**config.mk**
```make
export PLATFORM = sky130hd
export DESIGN_NAME = utf8_stream_encoder
export DESIGN_NICKNAME = d
export VERILOG_FILES = /design/src/rtl/utf8_pkg.sv /design/src/rtl/utf8_len_classify.sv /design/src/rtl/utf8_stream_encoder.sv
export SDC_FILE = /design/constraint.sdc
export NUM_CORES = 1
export LEC_CHECK = 0
export ABC_AREA = 1
export BUFFER_PORTS_ARGS = -buffer_cell sky130_fd_sc_hd__clkbuf_2
export CORE_UTILIZATION = 55
export DETAILED_ROUTE_END_ITERATION = 8
export PLACE_DENSITY_LB_ADDON = 0.05
export SYNTH_ARGS = -nofsm -noshare
export SYNTH_HDL_FRONTEND = slang
export SYNTH_SLANG_ARGS = --single-unit
```
**constraint.sdc**
```tcl
create_clock -name clk -period 2.1 [get_ports clk]
set_input_delay 0 -clock clk [delete_from_list [all_inputs] [get_ports clk]]
set_output_delay 0 -clock clk [all_outputs]
set_load 0.05 [all_outputs]
```
**src/rtl/utf8_pkg.sv**
```systemverilog
`default_nettype none
// ============================================================================
//  Module   : utf8_pkg
//  Purpose  : Shared constants, error-code enum and byte-building helper for
//             the UTF-8 stream encoder.
//  Config   : UTF8_EXT_RANGE_EN selects a 6-byte maximum sequence length
//             (5/6-byte forms), otherwise the maximum is 4 bytes.
//  Revision : 1.0  initial release
// ============================================================================
package utf8_pkg;

   localparam logic [31:0] CP_REPLACEMENT = 32'h0000_FFFD;
   localparam logic [31:0] CP_MAX_UNICODE = 32'h0010_FFFF;
   localparam logic [31:0] SURR_LO        = 32'h0000_D800;
   localparam logic [31:0] SURR_HI        = 32'h0000_DFFF;

   // Lead-byte prefixes by sequence length, and the continuation prefix
   localparam logic [7:0] LEAD1_PREFIX = 8'h00;
   localparam logic [7:0] LEAD2_PREFIX = 8'hC0;
   localparam logic [7:0] LEAD3_PREFIX = 8'hE0;
   localparam logic [7:0] LEAD4_PREFIX = 8'hF0;
   localparam logic [7:0] LEAD5_PREFIX = 8'hF8;
   localparam logic [7:0] LEAD6_PREFIX = 8'hFC;
   localparam logic [7:0] CONT_PREFIX  = 8'h80;

   typedef enum logic [1:0] {
      ERR_NONE      = 2'd0,
      ERR_SURROGATE = 2'd1,
      ERR_RANGE     = 2'd2
   } err_code_t;

`ifdef UTF8_EXT_RANGE_EN
   localparam int MAX_SEQ_LEN = 6;
`else
   localparam int MAX_SEQ_LEN = 4;
`endif

   function automatic logic [7:0] lead_prefix(input logic [2:0] len);
      logic [7:0] p;
      case (len)
         3'd2:    p = LEAD2_PREFIX;
         3'd3:    p = LEAD3_PREFIX;
         3'd4:    p = LEAD4_PREFIX;
         3'd5:    p = LEAD5_PREFIX;
         3'd6:    p = LEAD6_PREFIX;
         default: p = LEAD1_PREFIX;
      endcase
      return p;
   endfunction

   // Byte number idx (0 = lead) of the len-byte encoding of cp.
   // Positions at or beyond len return zero so unused slots stay clean.
   function automatic logic [7:0] seq_byte(input logic [31:0] cp,
                                           input logic [2:0]  len,
                                           input int          idx);
      logic [31:0] sh;
      logic [7:0]  b;
      b  = 8'h00;
      sh = 32'h0;
      if (idx < int'(len)) begin
         sh = cp >> (6 * (int'(len) - idx - 1));
         if (idx != 0) begin
            b = CONT_PREFIX | {2'b00, sh[5:0]};
         end else if (len == 3'd1) begin
            b = {1'b0, sh[6:0]};
         end else begin
            // payload bits in the lead shrink by one for each extra byte
            b = lead_prefix(len) | (sh[7:0] & (8'hFF >> (int'(len) + 1)));
         end
      end
      return b;
   endfunction

endpackage
`default_nettype wire

```
**src/rtl/utf8_len_classify.sv**
```systemverilog
`default_nettype none
// ============================================================================
//  Module   : utf8_len_classify
//  Purpose  : Combinational classifier: code point -> UTF-8 length and error.
//             A length of 0 is returned whenever err_code is not ERR_NONE.
//  Ports    : cp_data   in  32  code point
//             chk_range in  1   1 = enforce Unicode range, reject surrogates
//             len       out 3   sequence length 1..MAX_SEQ_LEN, 0 if invalid
//             err_code  out 2   ERR_NONE / ERR_SURROGATE / ERR_RANGE
//  Config   : UTF8_EXT_RANGE_EN adds 5- and 6-byte classes when chk_range=0.
//  Revision : 1.0  initial release
// ============================================================================
module utf8_len_classify
   import utf8_pkg::*;
(
   input  logic [31:0] cp_data,
   input  logic        chk_range,
   output logic [2:0]  len,
   output err_code_t   err_code
);

   always_comb begin
      len      = 3'd0;
      err_code = ERR_NONE;
      if (chk_range && (cp_data >= SURR_LO) && (cp_data <= SURR_HI)) begin
         err_code = ERR_SURROGATE;
      end else if (chk_range && (cp_data > CP_MAX_UNICODE)) begin
         err_code = ERR_RANGE;
      end else if (cp_data < 32'h0000_0080) begin
         len = 3'd1;
      end else if (cp_data < 32'h0000_0800) begin
         len = 3'd2;
      end else if (cp_data < 32'h0001_0000) begin
         len = 3'd3;
      end else if (cp_data < 32'h0020_0000) begin
         len = 3'd4;
`ifdef UTF8_EXT_RANGE_EN
      end else if (!chk_range && (cp_data < 32'h0400_0000)) begin
         len = 3'd5;
      end else if (!chk_range && (cp_data < 32'h8000_0000)) begin
         len = 3'd6;
`endif
      end else begin
         err_code = ERR_RANGE;
      end
   end

endmodule
`default_nettype wire

```
**src/rtl/utf8_stream_encoder.sv**
```systemverilog
`default_nettype none
// ============================================================================
//  Module   : utf8_stream_encoder
//  Purpose  : Accepts one code point per handshake and streams its UTF-8
//             encoding one byte per handshake, lead byte first. Invalid code
//             points are flagged, counted (saturating) and either replaced by
//             U+FFFD (REPLACE_EN=1) or dropped (REPLACE_EN=0).
//  Ports    : clk, rst (async, active-high)
//             chk_range                in   range/surrogate checking enable
//             cp_data/cp_valid/cp_ready     code-point input handshake
//             byte_data/valid/ready/last    byte output handshake
//             err_valid                out  one-cycle invalid pulse
//             err_code                 out  last acceptance's error code
//             err_count                out  saturating invalid count
//  Config   : UTF8_EXT_RANGE_EN enables 5/6-byte sequences (chk_range=0).
//  Revision : 1.0  initial release
// ============================================================================
module utf8_stream_encoder
   import utf8_pkg::*;
#(
   parameter int REPLACE_EN = 1,
   parameter int ERRCNT_W   = 8
) (
   input  logic                clk,
   input  logic                rst,
   input  logic                chk_range,
   input  logic [31:0]         cp_data,
   input  logic                cp_valid,
   output logic                cp_ready,
   output logic [7:0]          byte_data,
   output logic                byte_valid,
   input  logic                byte_ready,
   output logic                byte_last,
   output logic                err_valid,
   output logic [1:0]          err_code,
   output logic [ERRCNT_W-1:0] err_count
);

   localparam int c_SHREG_W = MAX_SEQ_LEN * 8;

   typedef enum logic [0:0] {
      IDLE = 1'b0,
      EMIT = 1'b1
   } state_t;

   state_t               r_state,     w_state_nxt;
   logic [c_SHREG_W-1:0] r_shreg,     w_shreg_nxt;
   logic [2:0]           r_rem,       w_rem_nxt;
   logic                 r_err_valid, w_err_valid_nxt;
   err_code_t            r_err_code,  w_err_code_nxt;
   logic [ERRCNT_W-1:0]  r_err_count, w_err_count_nxt;

   logic [2:0]           w_len;
   err_code_t            w_err;
   logic [31:0]          w_cp_eff;
   logic [2:0]           w_len_eff;
   logic [c_SHREG_W-1:0] w_load;
   logic                 w_byte_valid;
   logic                 w_byte_last;
   logic                 w_accept;

   utf8_len_classify u_classify (
      .cp_data   (cp_data),
      .chk_range (chk_range),
      .len       (w_len),
      .err_code  (w_err)
   );

   assign w_byte_valid = (r_state == EMIT);
   assign w_byte_last  = w_byte_valid && (r_rem == 3'd1);

   // byte_ready feeds cp_ready combinationally so a new sequence can be
   // loaded on the same edge the previous last byte leaves.
   assign cp_ready = (r_state == IDLE) || (w_byte_last && byte_ready);
   assign w_accept = cp_valid && cp_ready;

   // Select what actually gets encoded for this code point
   always_comb begin
      w_cp_eff  = cp_data;
      w_len_eff = w_len;
      if (w_err != ERR_NONE) begin
         if (REPLACE_EN != 0) begin
            w_cp_eff  = CP_REPLACEMENT;
            w_len_eff = 3'd3;
         end else begin
            w_len_eff = 3'd0;
         end
      end
   end

   // Left-aligned sequence: lead byte sits in the top byte of the register
   always_comb begin
      w_load = '0;
      for (int i = 0; i < MAX_SEQ_LEN; i++) begin
         w_load[(MAX_SEQ_LEN-1-i)*8 +: 8] = seq_byte(w_cp_eff, w_len_eff, i);
      end
   end

   always_comb begin
      w_state_nxt     = r_state;
      w_shreg_nxt     = r_shreg;
      w_rem_nxt       = r_rem;
      w_err_valid_nxt = 1'b0;
      w_err_code_nxt  = r_err_code;
      w_err_count_nxt = r_err_count;
      if (w_accept) begin
         w_err_code_nxt = w_err;
         if (w_err != ERR_NONE) begin
            w_err_valid_nxt = 1'b1;
            if (r_err_count != {ERRCNT_W{1'b1}}) begin
               w_err_count_nxt = r_err_count + 1'b1;
            end
         end
         if (w_len_eff != 3'd0) begin
            w_state_nxt = EMIT;
            w_shreg_nxt = w_load;
            w_rem_nxt   = w_len_eff;
         end else begin
            w_state_nxt = IDLE;
            w_shreg_nxt = '0;
            w_rem_nxt   = 3'd0;
         end
      end else if (w_byte_valid && byte_ready) begin
         if (w_byte_last) begin
            w_state_nxt = IDLE;
            w_shreg_nxt = '0;
            w_rem_nxt   = 3'd0;
         end else begin
            w_shreg_nxt = r_shreg << 8;
            w_rem_nxt   = r_rem - 3'd1;
         end
      end
   end

   always_ff @(posedge clk or posedge rst) begin
      if (rst) begin
         r_state     <= IDLE;
         r_shreg     <= '0;
         r_rem       <= 3'd0;
         r_err_valid <= 1'b0;
         r_err_code  <= ERR_NONE;
         r_err_count <= '0;
      end else begin
         r_state     <= w_state_nxt;
         r_shreg     <= w_shreg_nxt;
         r_rem       <= w_rem_nxt;
         r_err_valid <= w_err_valid_nxt;
         r_err_code  <= w_err_code_nxt;
         r_err_count <= w_err_count_nxt;
      end
   end

   assign byte_data  = r_shreg[c_SHREG_W-1 -: 8];
   assign byte_valid = w_byte_valid;
   assign byte_last  = w_byte_last;
   assign err_valid  = r_err_valid;
   assign err_code   = r_err_code;
   assign err_count  = r_err_count;

endmodule
`default_nettype wire

```
==> results of run 1 <==
==> layer usage <==
layer | GRT usage, % | overflow
met5 | 22.1 | 0
met4 | 55.8 | 6
met3 | 38.9 | 0
met2 | 87.6 | 5
met1 | 64.2 | 0
==> synth_stat cells (8+ instances only) <==
cell      count  area [um^2]
nand2_1     188          706
inv_1        80          300
nor2_1       77          289
nand3_1      76          380
o21ai_0      51          255
dfrtp_1      44         1100
ha_1         38          475
a21oi_1      35          175
nand4_1      19          119
a31oi_1      15         93.8
clkbuf_1     11         41.3
buf_2        10         50.1
buf_4        10         75.1
o31ai_1       8         60.1
xnor2_1       8         70.1
==> repair_timing <==
action | CTS
pin swaps | 43
buffers inserted | 19
gates cloned | 2
resized for setup | 90
endpoints found under the setup margin | 27
endpoints found under the hold margin | 20
hold buffers | 1
==> logic make-up after synthesis <==
group,count (synthesis)
AOI/OAI and AO/OA,150
xor gates and xnor gates,15
adders and majority gates,43
buffers and inverters,129
DFF,44
muxes,1
and+or+nand+nor,390
==> stage by stage <==
| step | hold WS, ns | instance area [um^2] | setup TNS (ns) | util (%) |
|---|---|---|---|---|
| 3_5_place_dp | 0.0292 | 6590 | -46.73 | 74.9 |
| 2_1_floorplan | 0.175 | 5390 | -36.30 | - |
| 3_3_place_gp | 0.0229 | 6590 | -41.72 | 74.9 |
| 4_1_cts | 0.0229 | 7250 | -32.52 | 82.3 |
==> impl_metrics.toml, run 1 <==
[outcome]
stop_stage = "global routing"
status = "stopped before the end"
tool.error = "[ERROR GRT-0232] Routing congestion too high. Check the congestion heatmap in the GUI."

[synthesis]
yosys_warnings = 0
synthMuxAreaShare_pct = 0.222
synth_xor_area_share_pct = 2.59
netlist-cell-type-count = 52
syn_area_um2 = 5070
ys.flop_type = "dfrtp_1"
synth-async-reset-ratio_pct = 100
synth_edf_count = 0
synth_top_family_by_area = "simple AND/OR/NAND/NOR gates"
synth_compound_area_share_pct = 18.1
ys_seq_elements = 44
synth-simple-area-share_pct = 34.7
syn_inst = 772
synth_seq_area_share_pct = 21.7
avgSynthCellArea_um2 = 6.57
syn_nets = 852
synthAdderAreaFrac_pct = 11.4

[timing]
worst-ep-kind = "register data pin"
grt-worst-endpoint = "r_shreg[21]$_DFFE_PP0P_/D"

[floorplanning]
placement_rows = 34
ios = 59
chipHeight_um = 98
fp.dieW_um = 98
initial_utilization_pct = 57.6

[global_routing]
grt_overflow_total = 11
grt_usage_pct = 63.0
grt_max_degree = 37

[placement]
place_inst = 1043
gp_congestion = 1.02
dp_hpwl_um = 14700
port_buffers = 58
post-place-ws_ns = -2.05

[clock_tree]
clock-sinks = 44
numCtsBuffers = 5
cts_buffer_depth = 2
htree_levels = 2
clockRootBuffer = "clkbuf_8"
==> run 2, diff against run 1 <==
--- a/config.mk
+++ b/config.mk
@@ -7,9 +7,9 @@
 export LEC_CHECK = 0
 export ABC_AREA = 1
 export BUFFER_PORTS_ARGS = -buffer_cell sky130_fd_sc_hd__clkbuf_2
-export CORE_UTILIZATION = 55
+export CORE_UTILIZATION = 40
 export DETAILED_ROUTE_END_ITERATION = 8
-export PLACE_DENSITY_LB_ADDON = 0.05
+export PLACE_DENSITY_LB_ADDON = 0.15
 export SYNTH_ARGS = -nofsm -noshare
 export SYNTH_HDL_FRONTEND = slang
 export SYNTH_SLANG_ARGS = --single-unit
==> constraint.sdc (replaced) <==
create_clock -name clk -period 2.7 [get_ports clk]
set_input_delay 0 -clock clk [delete_from_list [all_inputs] [get_ports clk]]
set_output_delay 0 -clock clk [all_outputs]
set_load 0.05 [all_outputs]
==> impl_metrics.toml, run 2 <==
[outcome]
status = "finished, violations left"
violations = "setup timing"

[timing]
setup_violations = 25
skew_ns = 0.00385
post-route-period-util_pct = 137
hold_viol_final = 0
rsz0062_at_grt = "true"
worstMarginPinSlew_ns = 0.538
fin_hold_ws_ns = 0.0274
slew_headroom_pct = 63.9
fmaxAchievable_mhz = 271
finalMaxSlewViolations = 0
period_minus_slack_ns = 3.69
final.setup.worst_slack_ns = -0.993

[clock_tree]
clock_latency_ns = 0.29
numCtsBuffers = 5
cts_tree = "yes"
clock-sinks = 44
clockRootBuffer = "clkbuf_16"
cts_buffer_depth = 2
htree_levels = 2
clkTransAtPathRegs_ns = 0.06

[cells_and_area]
num-nets-final = 1040
largest_reg_flops = 29
utilization_pct = 64.5
top_register = "r_shreg"
regArea_um2 = 1100
layout_common_cells = "nand2_1 (152), buf_4 (132), inv_1 (65)"
area_growth_pct = 54.8
num_antenna_cells = 0
fillers = 1092
multi_input_comb_area_um2 = 4330
drive_above_1_share_pct = 44.0
stdcell_count = 1127
layout_commonest_cell = "nand2_1"

[worst_setup_path]
end_kind = "flop"
r2r_start = "r_rem[1]"
critPathRequiredTime_ns = 2.91
rrSetupSlack_ns = 0.16
crit_buf_inv = 5
r2r-end = "r_shreg[20]"
start_kind = "input pin"
arrival_ns = 3.91
crit_type = "in2reg"
startpoint = "cp_data[26]"
crit_family = "simple AND/OR/NAND/NOR gates"
slowest_stage = "ha_4"
critPathMostFrequentCell = "ha_4"
max_stage_delay_ns = 0.32
reg2reg_depth = 16
cp_max_fo = 6

[global_routing]
grt_usage_pct = 29.5
grt_max_degree = 37
busiest_layer = "met2"
grtUsageMet3_pct = 3.71
grt_pass1_wl_um = 29800
grtUsageMet2_pct = 49.3
grt_overflow_total = 0
grt_pass1_vias = 5772
grt_antenna_before_repair = 0
met1_usage_pct = 39.0

[pwr]
p_per_area_nw_per_um2 = 415
peakVddDrop_mv = 0.258
p_leak_nw = 3.73

[floorplanning]
chipHeight_um = 115
fp.dieW_um = 115
initial_utilization_pct = 41.7
die_area_um2 = 13100
core_um2 = 12200
ios = 59
placement_rows = 40

[route]
drt-vias-per-instance = 5.48
first_iter_violations = 557
ant_nets = 0
remaining_drc_errors = 0
routed_wl_um = 19800
avgRoutedWirePerCell_um = 17.5
vias = 6177
first_pass_iters = 7

[hold_path]
hold_depth = 4
hold_end = "byte_valid"
hp-class = "in2reg"
min_from = "byte_ready"

[synthesis]
yosys.area.top_type = "dfrtp_1"
syn_area_um2 = 5070
avgSynthCellArea_um2 = 6.57
synth_common_cells = "nand2_1 (188), inv_1 (80), nor2_1 (77)"
netlist-cell-type-count = 52
synth_edf_count = 0
ys.flop_type = "dfrtp_1"
synthTopCellsByArea = "dfrtp_1 (22%), nand2_1 (14%), ha_1 (9.4%)"
synth-async-reset-ratio_pct = 100
synth_seq_area_share_pct = 21.7
ys_seq_elements = 44
syn_inst = 772
yosys.area.top_type_share_pct = 21.7
syn_nets = 852
synthMostInstantiatedCell = "nand2_1"
yosys_warnings = 0

[placement]
post-place-ws_ns = -1.50
port_buffers = 58
gp_congestion = 0.959
dp_hpwl_um = 14300
place_inst = 1082

[run]
timing.max_cap.violations = 0
run 2: how the worst max path moves through the flow:
stage                       end  slack, ns  cells past startpoint
finish              r_shreg[21]      -0.99                     31
detailed placement  r_shreg[17]      -1.50                     32
global route        r_shreg[16]      -1.21                     34
global placement    r_shreg[20]      -1.46                     35
CTS                 r_shreg[16]      -1.01                     33
floorplan           r_shreg[19]      -1.02                     32
run 2: layout make-up:
class | instances | share of cell area [%]
timing repair buffer | 218 | 21.5
multi-input combinational | 600 | 55.2
tap | 168 | 2.68
sequential | 44 | 14.1
clock buffer | 6 | 1.64
inverter | 91 | 4.94
run 2: tightest hold or removal path, cell delays in order:
cell and delay (ns):
clkbuf_2 0.09, a21oi_1 0.06, inv_1 0.08, nand2_1 0.06
run 2: timing repair:
action                                 in CTS  in global routing
hold buffers                                1                  0
pin swaps                                  58                 71
cloned                                      2                  1
buffers inserted                           17                 19
setup endpoints to repair                  25                 25
endpoints found under the hold margin      11                  0
gates resized for setup                    87                117
run 2: metal layers:
| layer | part of all wire (%) | up-vias |
|---|---|---|
| li1 | - | 2943 |
| met1 | 43 | 2920 |
| met2 | 47 | 267 |
| met3 | 6.4 | 47 |
| met4 | 3.0 | 0 |
| met5 | 0 | - |
run 2: kinds of logic after synthesis:
group	share of synthesized area (%)
adder cells (fa/ha/maj)	11.4
multiplexers	0.222
AO/OA/AOI/OAI	18.1
flip-flops	21.7
XOR/XNOR	2.59
buffers and inverters	11.3
AND/OR/NAND/NOR	34.7
run 2: per-stage QoR:
step	total power (W)	cell area, um^2	setup TNS [ns]
final	0.00326	7840	-19.33
after detailed placement	0.00268	6460	-29.43
after CTS	0.00326	7130	-19.47
after floorplan	0.00231	5340	-21.22
after global routing	0.00349	7840	-24.19
after global placement	0.00264	6460	-27.22
run 2: report_power, final:
part           leakage [nW]  switching, W  internal, W  total (W)
combinational          3.12       0.00111     0.000497    0.00161
clock                0.0628      0.000235     0.000333   0.000568
sequential            0.546      0.000167     0.000916    0.00108
No activity file was read; power rests on OpenSTA's default activity.
==> run 3, diff against run 2 <==
==> constraint.sdc (replaced) <==
create_clock -name clk -period 3.5 [get_ports clk]
set_input_delay 0 -clock clk [delete_from_list [all_inputs] [get_ports clk]]
set_output_delay 0 -clock clk [all_outputs]
set_load 0.05 [all_outputs]
==> impl_metrics.toml, run 3 (synthesized netlist as in run 2, its figures left out) <==
[outcome]
status = "finished, violations left"
violations = "setup timing"

[route]
avgRoutedWirePerCell_um = 17.1
routed_wl_um = 18600
remaining_drc_errors = 0
ant_nets = 0
first_iter_violations = 601
vias = 5891
first_pass_iters = 5
drt-vias-per-instance = 5.43

[global_routing]
grt_overflow_total = 0
grt_pass1_vias = 5710
grt_usage_pct = 29.0
busiest_layer = "met2"
grt_antenna_before_repair = 0
grtUsageMet3_pct = 3.71
grt_pass1_wl_um = 29600
grtUsageMet2_pct = 47.8
grt_max_degree = 45
met1_usage_pct = 39.2

[clock_tree]
cts_tree = "yes"
clockRootBuffer = "clkbuf_16"
clkTransAtPathRegs_ns = 0.06
clock_latency_ns = 0.29
clock-sinks = 44
numCtsBuffers = 5
htree_levels = 2
cts_buffer_depth = 2

[placement]
place_inst = 1055
gp_congestion = 0.976
port_buffers = 58
dp_hpwl_um = 14100
post-place-ws_ns = -0.722

[pwr]
peakVddDrop_mv = 0.181
p_per_area_nw_per_um2 = 360
p_leak_nw = 3.47

[worst_setup_path]
max_stage_delay_ns = 0.39
critPathMostFrequentCell = "ha_4"
crit_family = "simple AND/OR/NAND/NOR gates"
crit_buf_inv = 7
end_kind = "flop"
crit_type = "in2reg"
arrival_ns = 3.95
critPathRequiredTime_ns = 3.72
cp_max_fo = 4
start_kind = "input pin"
slowest_stage = "fa_2"

[timing]
rsz0062_at_grt = "true"
worstMarginPinSlew_ns = 0.908
finalMaxSlewViolations = 0
fmaxAchievable_mhz = 268
skew_ns = 0.00357
slew_headroom_pct = 39.4
post-route-period-util_pct = 106
setup_violations = 9
final.setup.worst_slack_ns = -0.227
fin_hold_ws_ns = 0.0452
hold_viol_final = 0
period_minus_slack_ns = 3.73

[floorplanning]
core_um2 = 12200
ios = 59
initial_utilization_pct = 41.7
die_area_um2 = 13100
placement_rows = 40
fp.dieW_um = 115
chipHeight_um = 115

[cells_and_area]
layout_common_cells = "nand2_1 (162), buf_4 (99), inv_1 (73)"
num_antenna_cells = 0
num-nets-final = 996
fillers = 1205
stdcell_count = 1085
layout_commonest_cell = "nand2_1"
top_register = "r_shreg"
area_growth_pct = 41.1
drive_above_1_share_pct = 36.3
largest_reg_flops = 29

[run]
timing.max_cap.violations = 0

[hold_path]
hp-class = "in2reg"
run 3: cell types whose count changed in the layout (fill, tap and decap cells not counted), moves of 7 or more:
cell | previous run | this run
ha_4 | 23 | 14
nand3_1 | 53 | 65
buf_6 | 20 | 13
inv_1 | 65 | 73
nand3_2 | 23 | 12
nand2_1 | 152 | 162
buf_4 | 132 | 99
ha_1 | 14 | 22
run 3: cell type report:
type                       instances  area (um^2)  share of cell area, %
inverter                          91          372                   5.20
sequential                        44         1100                   15.4
tap                              168          210                   2.94
multi-input combinational        600         4020                   56.2
timing repair buffer             174         1280                   18.0
clock inverter                     2         35.0                  0.490
clock buffer                       6          129                   1.80
run 3: final timing paths:
check | from | end | slack, ns | depth (start not counted)
worst max-delay path | cp_data[18] | r_shreg[21] | -0.23 | 29
worst min-delay path | byte_ready | r_rem[0] | 0.05 | 3
worst max register to register | r_rem[1] | r_shreg[20] | 0.84 | 16
worst min register to register | r_shreg[26] | r_shreg[26] | 0.48 | 2
max in group asynchronous | rst | r_rem[2] | 2.48 | 3
min in group asynchronous | rst | r_shreg[1] | 0.45 | 3
run 3: worst reg2reg max path, stage by stage (launching register included):
cell and delay, ns:
dfrtp_1 0.37, inv_1 0.07, ha_1 0.14, nand2_1 0.06, nor2_2 0.14, a21oi_1 0.09
inv_1 0.11, nand2_1 0.27, nor2_1 0.26, inv_1 0.13, nor3_2 0.25, inv_2 0.09
nor2_4 0.12, inv_1 0.10, a21oi_1 0.16, nand2_2 0.11, a21oi_1 0.13
run 3: report_power, final:
| group | leakage (nW) | switching, W | internal (W) | total [W] |
|---|---|---|---|---|
| Combinational | 2.84 | 0.000850 | 0.000360 | 0.00121 |
| Sequential | 0.546 | 0.000128 | 0.000705 | 0.000834 |
| Clock | 0.0808 | 0.000192 | 0.000336 | 0.000528 |
| Total | 3.47 | 0.00117 | 0.00140 | 0.00257 |
run 3: timing repair:
action                                  4_1_cts  5_1_grt
gates resized for setup                      69       61
pin swaps                                    50       48
buffers inserted                             16        4
endpoints found under the setup margin       19       25
endpoints found under the hold margin        44        0
hold buffers                                  1        0
cloned                                        1        1
run 3: through the flow:
| step | power [W] | util, % | setup TNS (ns) | instance area (um^2) |
|---|---|---|---|---|
| 2_1_floorplan | 0.00177 | - | -2.28 | 5320 |
| 5_1_grt | 0.00275 | 58.8 | -5.35 | 7150 |
| 3_5_place_dp | 0.00203 | 51.5 | -10.15 | 6260 |
| 3_3_place_gp | 0.00201 | 51.5 | -7.84 | 6260 |
| 4_1_cts | 0.00257 | 56.6 | -1.43 | 6880 |
| 6_report | 0.00257 | 58.8 | -1.08 | 7150 |
run 3: layer usage:
layer / share of wire, % / routed length (um)
met5: 0 / 0
met4: 2.4 / 440
met3: 6.4 / 1190
met2: 46 / 8600
met1: 45 / 8350
==> run 4, diff against run 3 <==
--- a/config.mk
+++ b/config.mk
@@ -8,6 +8,7 @@
 export ABC_AREA = 1
 export BUFFER_PORTS_ARGS = -buffer_cell sky130_fd_sc_hd__clkbuf_2
 export CORE_UTILIZATION = 40
+export CTS_BUF_LIST = sky130_fd_sc_hd__clkbuf_4 sky130_fd_sc_hd__clkbuf_8
 export DETAILED_ROUTE_END_ITERATION = 8
 export PLACE_DENSITY_LB_ADDON = 0.15
 export SYNTH_ARGS = -nofsm -noshare
==> impl_metrics.toml, run 4 (synthesized netlist as in run 2, its figures left out) <==
[hold_path]
hold_depth = 3
min_from = "byte_ready"
hp-class = "in2reg"
hold_end = "r_rem[0]"

[worst_setup_path]
critPathMostFrequentCell = "ha_4"
start_kind = "input pin"
r2r-end = "r_shreg[25]"
r2r_start = "r_rem[1]"
arrival_ns = 3.95
slowest_stage = "ha_4"
end_kind = "flop"
reg2reg_depth = 14
max_stage_delay_ns = 0.30
critPathRequiredTime_ns = 3.74
crit_type = "in2reg"
rrSetupSlack_ns = 0.83
crit_buf_inv = 7
cp_max_fo = 4
crit_family = "simple AND/OR/NAND/NOR gates"

[global_routing]
grt_pass1_vias = 5679
grt_antenna_before_repair = 0
grt_overflow_total = 0
grt_max_degree = 45
grt_pass1_wl_um = 29500
grt_usage_pct = 28.9

[floorplanning]
placement_rows = 40
fp.dieW_um = 115
core_um2 = 12200
ios = 59
initial_utilization_pct = 41.7
chipHeight_um = 115
die_area_um2 = 13100

[route]
first_iter_violations = 572
avgRoutedWirePerCell_um = 17.2
remaining_drc_errors = 0
dr_wl_met2_um = 8630
ant_nets = 0
drt-vias-per-instance = 5.45
routed_wl_um = 18700
first_pass_iters = 6
dr.max_layer_used = "met4"
wl_met1_um = 8190
dr_wl_met3_um = 1320
vias = 5936

[cells_and_area]
fillers = 1202
layout_commonest_cell = "nand2_1"
num_antenna_cells = 0
area_growth_pct = 40.4
largest_reg_flops = 29
regArea_um2 = 1100
multi_input_comb_area_um2 = 4030
top_register = "r_shreg"
utilization_pct = 58.5
num-nets-final = 1000
drive_above_1_share_pct = 36.7
layout_common_cells = "nand2_1 (164), buf_4 (106), inv_1 (72)"

[pwr]
p_leak_nw = 3.45
p_per_area_nw_per_um2 = 342
pwr-share-seq_pct = 34.2
clock_power_share_pct = 16.3
switchingPower_w = 0.00116
p_int_w = 0.00128
p_sw_share_pct = 47.4
peakVddDrop_mv = 0.168
p_total_w = 0.00244
comb_power_share_pct = 49.6

[placement]
port_buffers = 58
dp_hpwl_um = 14100
gp_congestion = 0.976

[timing]
skew_ns = 0.00305
post-route-period-util_pct = 106
rsz0062_at_grt = "true"
final.setup.worst_slack_ns = -0.208
period_minus_slack_ns = 3.71
setup_violations = 12
fmaxAchievable_mhz = 270
hold_viol_final = 0
tns_ns = -1.43
slew_headroom_pct = 39.7
worstMarginPinSlew_ns = 0.904
finalMaxSlewViolations = 0

[clock_tree]
clock_latency_ns = 0.31
cts_buffer_depth = 2
clockRootBuffer = "clkbuf_8"
htree_levels = 2
clock-sinks = 44
cts_tree = "yes"
numCtsBuffers = 5
clkTransAtPathRegs_ns = 0.08

[run]
timing.max_cap.violations = 0

[outcome]
status = "finished, violations left"
violations = "setup timing"
==> run 4: cell types whose count changed in the layout (fill, tap and decap cells not counted), sizes merged <==
cell,before,now
inv,86,85
clkbuf,63,65
clkinv,6,7
buf,116,118
==> run 4: cell type report <==
class / instances / area share [%]
multi-input combinational: 600 / 56.5
timing repair buffer: 178 / 18.2
sequential: 44 / 15.5
inverter: 91 / 5.29
tap: 168 / 2.95
clock buffer: 6 / 1.07
clock inverter: 2 / 0.492
==> run 4: metal layers <==
layer / vias up / global-route usage, %
met5: - / 0
met4: 0 / 9.70
met3: 37 / 4.24
met1: 2794 / 39.0
met2: 245 / 47.1
li1: 2860 / -
==> run 4: tightest hold or removal path, stage by stage <==
cell and delay (ns):
clkbuf_2 0.09, nand2_1 0.07, o311ai_0 0.11
==> run 4: power by group through the flow <==
stage,Combinational (W),Clock (W),Sequential [W]
3_5_place_dp,0.00119,0,0.000842
6_report,0.00121,0.000397,0.000833
5_1_grt,0.00133,0.000426,0.000860
3_3_place_gp,0.00117,0,0.000831
4_1_cts,0.00120,0.000405,0.000833
2_1_floorplan,0.000797,0,0.000976
==> run 4: worst max path at each step <==
stage                start           to  slack (ns)  cells past startpoint
3_3_place_gp   cp_data[16]  r_shreg[20]       -0.62                     34
6_report       cp_data[22]  r_shreg[21]       -0.21                     32
2_1_floorplan  cp_data[26]  r_shreg[19]       -0.22                     32
5_1_grt        cp_data[25]  r_shreg[21]       -0.46                     33
4_1_cts        cp_data[31]  r_shreg[21]       -0.21                     33
3_5_place_dp   cp_data[16]  r_shreg[20]       -0.72                     34
==> run 4: through the flow <==
| stage | std cells | worst slack (ns) | instance area, um^2 | hold slack [ns] |
|---|---|---|---|---|
| 2_1_floorplan | 772 | -0.215 | 5320 | 0.211 |
| 3_3_place_gp | 1055 | -0.621 | 6260 | 0.224 |
| 3_5_place_dp | 1055 | -0.722 | 6260 | 0.236 |
| 4_1_cts | 1080 | -0.209 | 6780 | 0.0176 |
| 5_1_grt | 1089 | -0.458 | 7120 | 0.0347 |
| 6_report | 1089 | -0.208 | 7120 | 0.0225 |
==> run 4: repair_timing <==
item,in CTS,in global routing
hold buffers,1,0
pin swaps,43,49
setup endpoints to repair,18,24
endpoints found under the hold margin,44,0
resized for setup,60,66
gates cloned,1,1
buffers inserted,15,9
